==> src/rtl/mux8_lane_sequencer.sv <==
// -----------------------------------------------------------------------------
// mux8_lane_sequencer
//
// Upstream controller for an 8:1 byte-lane mux. It accepts a word plus a
// per-lane enable mask, holds the word on the mux data bus, and steps the lane
// select through every enabled lane in ascending order. Each lane is released
// downstream under its own valid/ready handshake, so the combinational mux
// becomes a word-to-byte serializer.
//
// Build option:
//   MUX8_LANE_SEQ_BACK2BACK_EN - when defined, a new word can be accepted on
//   the same edge as the final lane transfer of the current word. The next
//   word's first lane then follows with no idle cycle. When undefined, words
//   are separated by exactly one idle cycle.
//
// Ports:
//   clk        in   rising-edge clock
//   rst        in   synchronous, active-high reset
//   in_valid   in   upstream word valid
//   in_ready   out  block can accept a word
//   in_data    in   word; lane k is in_data[k*LANE_W +: LANE_W]
//   in_mask    in   lane enables; bit k=1 emits lane k
//   word       out  registered copy of the accepted word (mux data input)
//   sel        out  3-bit lane select to the mux
//   out_valid  out  current sel/word lane is valid
//   out_ready  in   downstream consumed the lane
//   out_last   out  current lane is the highest enabled lane of the word
//   empty_drop out  one-cycle pulse: a word with in_mask==0 was discarded
// -----------------------------------------------------------------------------
module mux8_lane_sequencer #(
  parameter int LANE_W = 8
) (
  input  logic                clk,
  input  logic                rst,
  input  logic                in_valid,
  output logic                in_ready,
  input  logic [8*LANE_W-1:0] in_data,
  input  logic [7:0]          in_mask,
  output logic [8*LANE_W-1:0] word,
  output logic [2:0]          sel,
  output logic                out_valid,
  input  logic                out_ready,
  output logic                out_last,
  output logic                empty_drop
);

  localparam int WORD_W = 8 * LANE_W;

  typedef enum logic [0:0] {
    IDLE = 1'b0,
    EMIT = 1'b1
  } state_t;

  state_t            state, state_n;
  logic [WORD_W-1:0] word_n;
  logic [2:0]        sel_n;
  logic [7:0]        pend, pend_n;
  logic              last_n;
  logic              drop_n;

  logic              accept;
  logic              xfer;
  logic              word_done;
  logic [7:0]        remaining;

  // Index of the lowest enabled lane; 0 for an empty mask (never used then).
  function automatic logic [2:0] lowest_lane(input logic [7:0] m);
    logic [2:0] idx;
    idx = 3'd0;
    for (int k = 7; k >= 0; k--) begin
      if (m[k]) idx = 3'(k);
    end
    return idx;
  endfunction

  // True when exactly one lane is enabled, i.e. the lowest lane is also last.
  function automatic logic single_lane(input logic [7:0] m);
    return (m != 8'd0) && ((m & (m - 8'd1)) == 8'd0);
  endfunction

  assign out_valid = (state == EMIT);
  assign xfer      = out_valid && out_ready;
  assign word_done = xfer && out_last;

`ifdef MUX8_LANE_SEQ_BACK2BACK_EN
  // The final lane transfer frees the word register on the same edge, so a
  // new word may be captured alongside it.
  assign in_ready = !rst && ((state == IDLE) || word_done);
`else
  assign in_ready = !rst && (state == IDLE);
`endif

  assign accept = in_valid && in_ready;

  // Pending mask always includes the lane currently presented; clearing it
  // leaves only higher lanes, so the lowest remaining bit is the next lane and
  // the select can never wrap within a word.
  assign remaining = pend & ~(8'b1 << sel);

  always_comb begin
    state_n = state;
    word_n  = word;
    sel_n   = sel;
    pend_n  = pend;
    last_n  = out_last;
    drop_n  = 1'b0;

    if (xfer) begin
      if (remaining != 8'd0) begin
        sel_n  = lowest_lane(remaining);
        last_n = single_lane(remaining);
        pend_n = remaining;
      end else begin
        state_n = IDLE;
        pend_n  = 8'd0;
        last_n  = 1'b0;
      end
    end

    // Accept overrides the end-of-word update above when both happen together.
    if (accept) begin
      word_n = in_data;
      pend_n = in_mask;
      if (in_mask != 8'd0) begin
        state_n = EMIT;
        sel_n   = lowest_lane(in_mask);
        last_n  = single_lane(in_mask);
      end else begin
        state_n = IDLE;
        last_n  = 1'b0;
        drop_n  = 1'b1;
      end
    end
  end

  always_ff @(posedge clk) begin
    if (rst) begin
      state      <= IDLE;
      word       <= '0;
      sel        <= 3'd0;
      pend       <= 8'd0;
      out_last   <= 1'b0;
      empty_drop <= 1'b0;
    end else begin
      state      <= state_n;
      word       <= word_n;
      sel        <= sel_n;
      pend       <= pend_n;
      out_last   <= last_n;
      empty_drop <= drop_n;
    end
  end

endmodule

==> config.mk <==
export PLATFORM = sky130hd
export DESIGN_NAME = mux8_lane_sequencer
export DESIGN_NICKNAME = d
export VERILOG_FILES = /design/src/rtl/mux8_lane_sequencer.sv
export SDC_FILE = /design/constraint.sdc
export NUM_CORES = 1
export LEC_CHECK = 0
export CAP_MARGIN = 30
export CORE_ASPECT_RATIO = 0.5
export CORE_MARGIN = 2
export CORE_UTILIZATION = 30
export CTS_BUF_LIST = sky130_fd_sc_hd__clkbuf_4 sky130_fd_sc_hd__clkbuf_8
export DETAILED_ROUTE_END_ITERATION = 7
export PLACE_DENSITY_LB_ADDON = 0.25
export SYNTH_ARGS = -nofsm -noshare
export SYNTH_HDL_FRONTEND = slang
export SYNTH_SLANG_ARGS = --single-unit
==> constraint.sdc <==
create_clock -name clk -period 2.1 [get_ports clk]
set_input_delay 0.21 -clock clk [delete_from_list [all_inputs] [get_ports clk]]
set_output_delay 0.21 -clock clk [all_outputs]
set_load 0.01 [all_outputs]
==> Word level (Yosys, flattened, before mapping) <==
Index checks and enable logic that the tools add are counted.
{ "word_totals": {"inputBits": 76, "ff_bits": 78, "output_inout_bits": 71} }
{ "classes": {"eq_ne": 1, "n_mux": 32, "n_addsub": 2, "reduce_logical": 13, "shift": 1, "bitwise_logic": 6} }
{ "op_table": {"columns": ["cell", "count"], "rows": [
  ["3-bit 2-to-1 mux", 20],
  ["8-bit bitwise AND", 3],
  ["8-bit 2-to-1 mux", 3],
  ["8-bit zero test", 2],
  ["8-bit nonzero test", 2],
  ["8-bit by 1-bit subtractor with 8-bit output (second input constant)", 2],
  ["1-bit 2-to-1 mux", 9],
  ["8-bit inverter", 1],
  ["1-bit by 3-bit << shifter with 8-bit output (first input constant)", 1],
  ["1-bit logical AND", 5],
  ["2-bit != test (second input constant)", 1],
  ["1-bit inverter", 2],
  ["2-bit AND reduction", 1],
  ["2-bit nonzero test", 1],
  ["2-bit OR reduction", 1],
  ["1-bit zero test", 1]
]} }

==> Logic depth before layout (Yosys ltp) <==
{ "depth": {"word_depth": 15, "depth_mapped": 7} }

==> Worst setup path after synthesis <==
Ideal clock, no wire load.
{ "synth_timing": {"path_kind": "reg-to-reg", "start": "reg sel[2]", "end": "reg sel[0]", "required_ps": 1975, "slack_ps": 447, "period_less_slack_ps": 1653, "stages_incl_launch_ff": 8, "t_arrival_ps": 1528, "setup_ps": 125, "path_cell_list": "dfxtp_1 > buf_2 > clkbuf_1 > nand2_1 > a221oi_1 > o221ai_1 > a21oi_1 > o22ai_1"} }
{ "synth_between": {"elab_chain_cells": 15} }
{ "synth_lines": {"columns": ["item", "line", "rtl"], "rows": [
  ["start: declaration", "40", "output logic [2:0] sel,"],
  ["start signal: assignment", "147", "sel <= sel_n;"],
  ["1-bit by 3-bit << shifter with 8-bit output *", "98", "assign remaining = pend & ~(8'b1 << sel);"],
  ["8-bit inverter *", "98", null],
  ["8-bit bitwise AND *", "98", null],
  ["3-bit 2-to-1 mux (8 in a row)", "71", "if (m[k]) idx = 3'(k);"],
  ["3-bit 2-to-1 mux *", "109", "if (remaining != 8'd0) begin"],
  ["3-bit 2-to-1 mux *", "108", "if (xfer) begin"],
  ["3-bit 2-to-1 mux", "124", "if (in_mask != 8'd0) begin"],
  ["3-bit 2-to-1 mux *", "121", "if (accept) begin"]
]} }
Mark *: on every way between the ends. The rest lies on a longest branch, timed or not.
A chain may end at the register's enable or synchronous reset.

==> Worst setup path in the final report <==
{ "layout_timing": {"start": "reg sel[2]", "end": "out sel[2]"} }
No word-level cell between the ends.

==> results.md <==
* Status: complete, no violations
* Slew of the pin with the lowest slew margin at 0.521 ns
* DRC viols at 0
* Row count at 27
* Largest net degree at the start of global routing at 129
* Post-synthesis mux area share at 1.27%
* Post-Synth XOR/XNOR Area at 0%
* Layout cells sized above 1 at 7.88%
* Yosys top cell area share at 45.2%
* Clk buf depth at 2
* Simple-gate area share of the yosys netlist at 26.7%
* WP data required at 1.89 ns
* Asr flop ratio synth at 0%
* Synth Flop Type: dfxtp_1
* CTS tree: built
* Tmin final at 2.00 ns
* Seq cells post-synth at 78
* R2R Setup Slk at 0.11 ns
* Die X-Extent at 156 µm
* Largest family of logic cells by synthesized area: simple AND/OR/NAND/NOR gates
* Min-delay worst type: primary input to flop
* Design area at 0.00539 mm²
* PortBufs at 146
* Vias/cell at 4.65
* CP max FO at 14
* Leakage Power at 1.97 nW
* CTS Hold Bufs at 0
* Fillers at 1088
* Post-synthesis instance total at 460
* Worst relative slew slack at 65.2%
* Fmax at 0.500 GHz
* Synth warn at 0
* Placed cell area at 0.00515 mm²
* Total number of vias at 3503
* Chip Height at 79.9 µm
* P_int at 2.86 mW
* Sequential cell area at 0.00156 mm²
* P_sw at 0.963 mW
* Fin nets at 681
* Final setup violation count at 0
* Mapped Nets at 536
* First DRT Iteration DRCs at 195
* Hold_sp: in_data[21]
* Worst-path clk slew at 0.08 ns
* WL per Instance at 13.4 µm
* Initial antenna violation count at 0
* Crit path arrival time at 1.79 ns
* Area delta synth->final at 56.2%
* Clock share of power at 36.0%
* Clock buffer count from CTS at 9
* Pwr Total at 3.83 mW
* Power Dens Cells at 710 mW/mm²
* Register area share after synthesis at 45.2%
* Crit path launch type: flop
* Post-synth top area cell: dfxtp_1
* Max_cap viols at 0
* Vias in the first global route at 3169
* Nature of the critical path endpoint: primary output
* Total grt overflow at 0
* Die ar. at 0.0124 mm²
* Number of synthesized flops with an enable pin at 0
* Adder-Cell Fraction of Synth Area at 0.290%
* Avg Cell Area, Syn at 7.51 µm²
* Path depth of the worst reg2reg path at 6
* Drt pass-1 iters at 4
* Sequential Power Share at 43.6%
* Slew Limit Fails at 0
* Antenna-violating nets left at 0
* Root Buffer: clkbuf_8
* H-tree Lvls at 3
* Final core utilization at 48.5%
* Multi-input gate area at 0.00171 mm²
* Core Box Area at 0.0111 mm²
* Clock Latency Late Sink at 0.35 ns
* Max VDD drop at 252 µV
* Total Routing Usage GR at 16.3%
* Setup TNS at 0 ns
* RSZ-0062 raised after global routing: false
* DPL Wire Length at 7.10 mm
* Synth top area cells: dfxtp_1 45%, nand2_1 15%, o21ai_0 11%
* First-pass GRT wire length at 16.0 mm
* Crit. Startpoint: sel[2]$_SDFF_PP0_
* Synth cell types at 50
* Worst r2r src: sel[0]$_SDFF_PP0_
* Clk sinks at 78
* DRT Wirelength at 10.1 mm
* Critical path class: flop to primary output
* Initial Util at 31.1%
* Post-synthesis cell area at 0.00345 mm²
* Endpoints failing hold at 0
* Cts repair resizes at 0
* Setup bufs post-CTS at 0
* Reg2reg end: sel[0]$_SDFF_PP0_
* Fin crit share at 95.1%
* GPL Wtd Cong at 0.834
* IO Pins at 147
* Crit path capture: sel[2]
* Ant diodes at 0
* Sw frac at 25.2%
* Skew final at 0.00668 ns
* Synth Area in Compound Gates at 20.9%
* Share of total power in combinational logic at 20.4%
worst min path at each step:
stage                                       end  slack (ns)  cells past startpoint
after detailed placement  word[23]$_SDFFE_PP0P_        0.45                      2
after global routing      word[19]$_SDFFE_PP0P_        0.38                      3
after CTS                 word[19]$_SDFFE_PP0P_        0.38                      3
after global placement    word[41]$_SDFFE_PP0P_        0.44                      2
final                     word[21]$_SDFFE_PP0P_        0.41                      3
after floorplan            word[0]$_SDFFE_PP0P_        0.32                      2
cell type report:
type / instances / share of cell area [%]
Multi-Input combinational cell: 337 / 31.6
Timing Repair Buffer: 171 / 31.0
Sequential cell: 78 / 29.0
Tap cell: 145 / 3.36
Clock buffer: 11 / 2.69
Clock inverter: 4 / 1.76
Inverter: 8 / 0.557
through the flow:
step | setup WS (ns) | hold slack [ns] | instances
after global routing | 0.0103 | 0.380 | 754
after detailed placement | 0.00734 | 0.450 | 739
final | 0.102 | 0.411 | 754
after CTS | 0.0918 | 0.380 | 754
after floorplan | 0.447 | 0.319 | 460
after global placement | 0.0374 | 0.442 | 739
kinds of logic (layout without fill, tap and decap cells):
logic type,count (synthesis),in the layout
buf+inv,45,194
simple gates,209,209
flops,78,78
fa+ha+maj,1,1
mux,4,4
compound gates,123,123
worst max-delay path, cell delays in order, from the launching register on:
cell	delay [ns]
dfxtp_1	0.65
buf_4	0.25
clkdlybuf4s50_1	0.54
state kept, by name (all words and copies together), names as in the netlist:
name and cells:
word 64, pend 8, sel 3, empty_drop 1, out_last 1, out_valid 1
cell usage after synthesis, drive strengths merged, types with 3 or more instances:
cell / number
o31ai: 3
a221oi: 3
nand3b: 3
clkbuf: 22
nor2b: 4
nor4b: 4
a22oi: 8
dfxtp: 78
a21oi: 11
nor2: 24
nand2b: 3
mux2: 3
nor4bb: 3
buf: 15
o21a: 3
nand3: 3
inv: 8
nand2: 142
nor3: 11
o21ai: 76
routing by layer:
| metal | global-route usage, % | wire (µm) | up-vias |
|---|---|---|---|
| li1 | - | - | 1845 |
| met1 | 20.3 | 4600 | 1566 |
| met2 | 27.2 | 4890 | 76 |
| met3 | 4.78 | 440 | 16 |
| met4 | 5.50 | 159 | 0 |
| met5 | 0 | 0 | - |
placed cells by master (no fill, tap or decap), types with 4 or more instances in the layout:
cell               n
nor2_1            24
nor3_1            11
nor4b_1            4
nand2_1          142
buf_4             23
clkdlybuf4s50_1  146
inv_1              7
clkbuf_8          10
o21ai_0           74
dfxtp_1           78
a21oi_1           11
nor2b_1            4
a22oi_1            8
power groups by stage:
stage | Combinational (mW) | Sequential, mW | Clock, mW
after global routing | 0.855 | 1.68 | 1.49
after CTS | 0.788 | 1.67 | 1.42
after detailed placement | 0.784 | 1.70 | 0
after floorplan | 0.292 | 1.73 | 0
final | 0.782 | 1.67 | 1.38
after global placement | 0.783 | 1.70 | 0
Note: power is estimated with default switching activity, not from simulation.
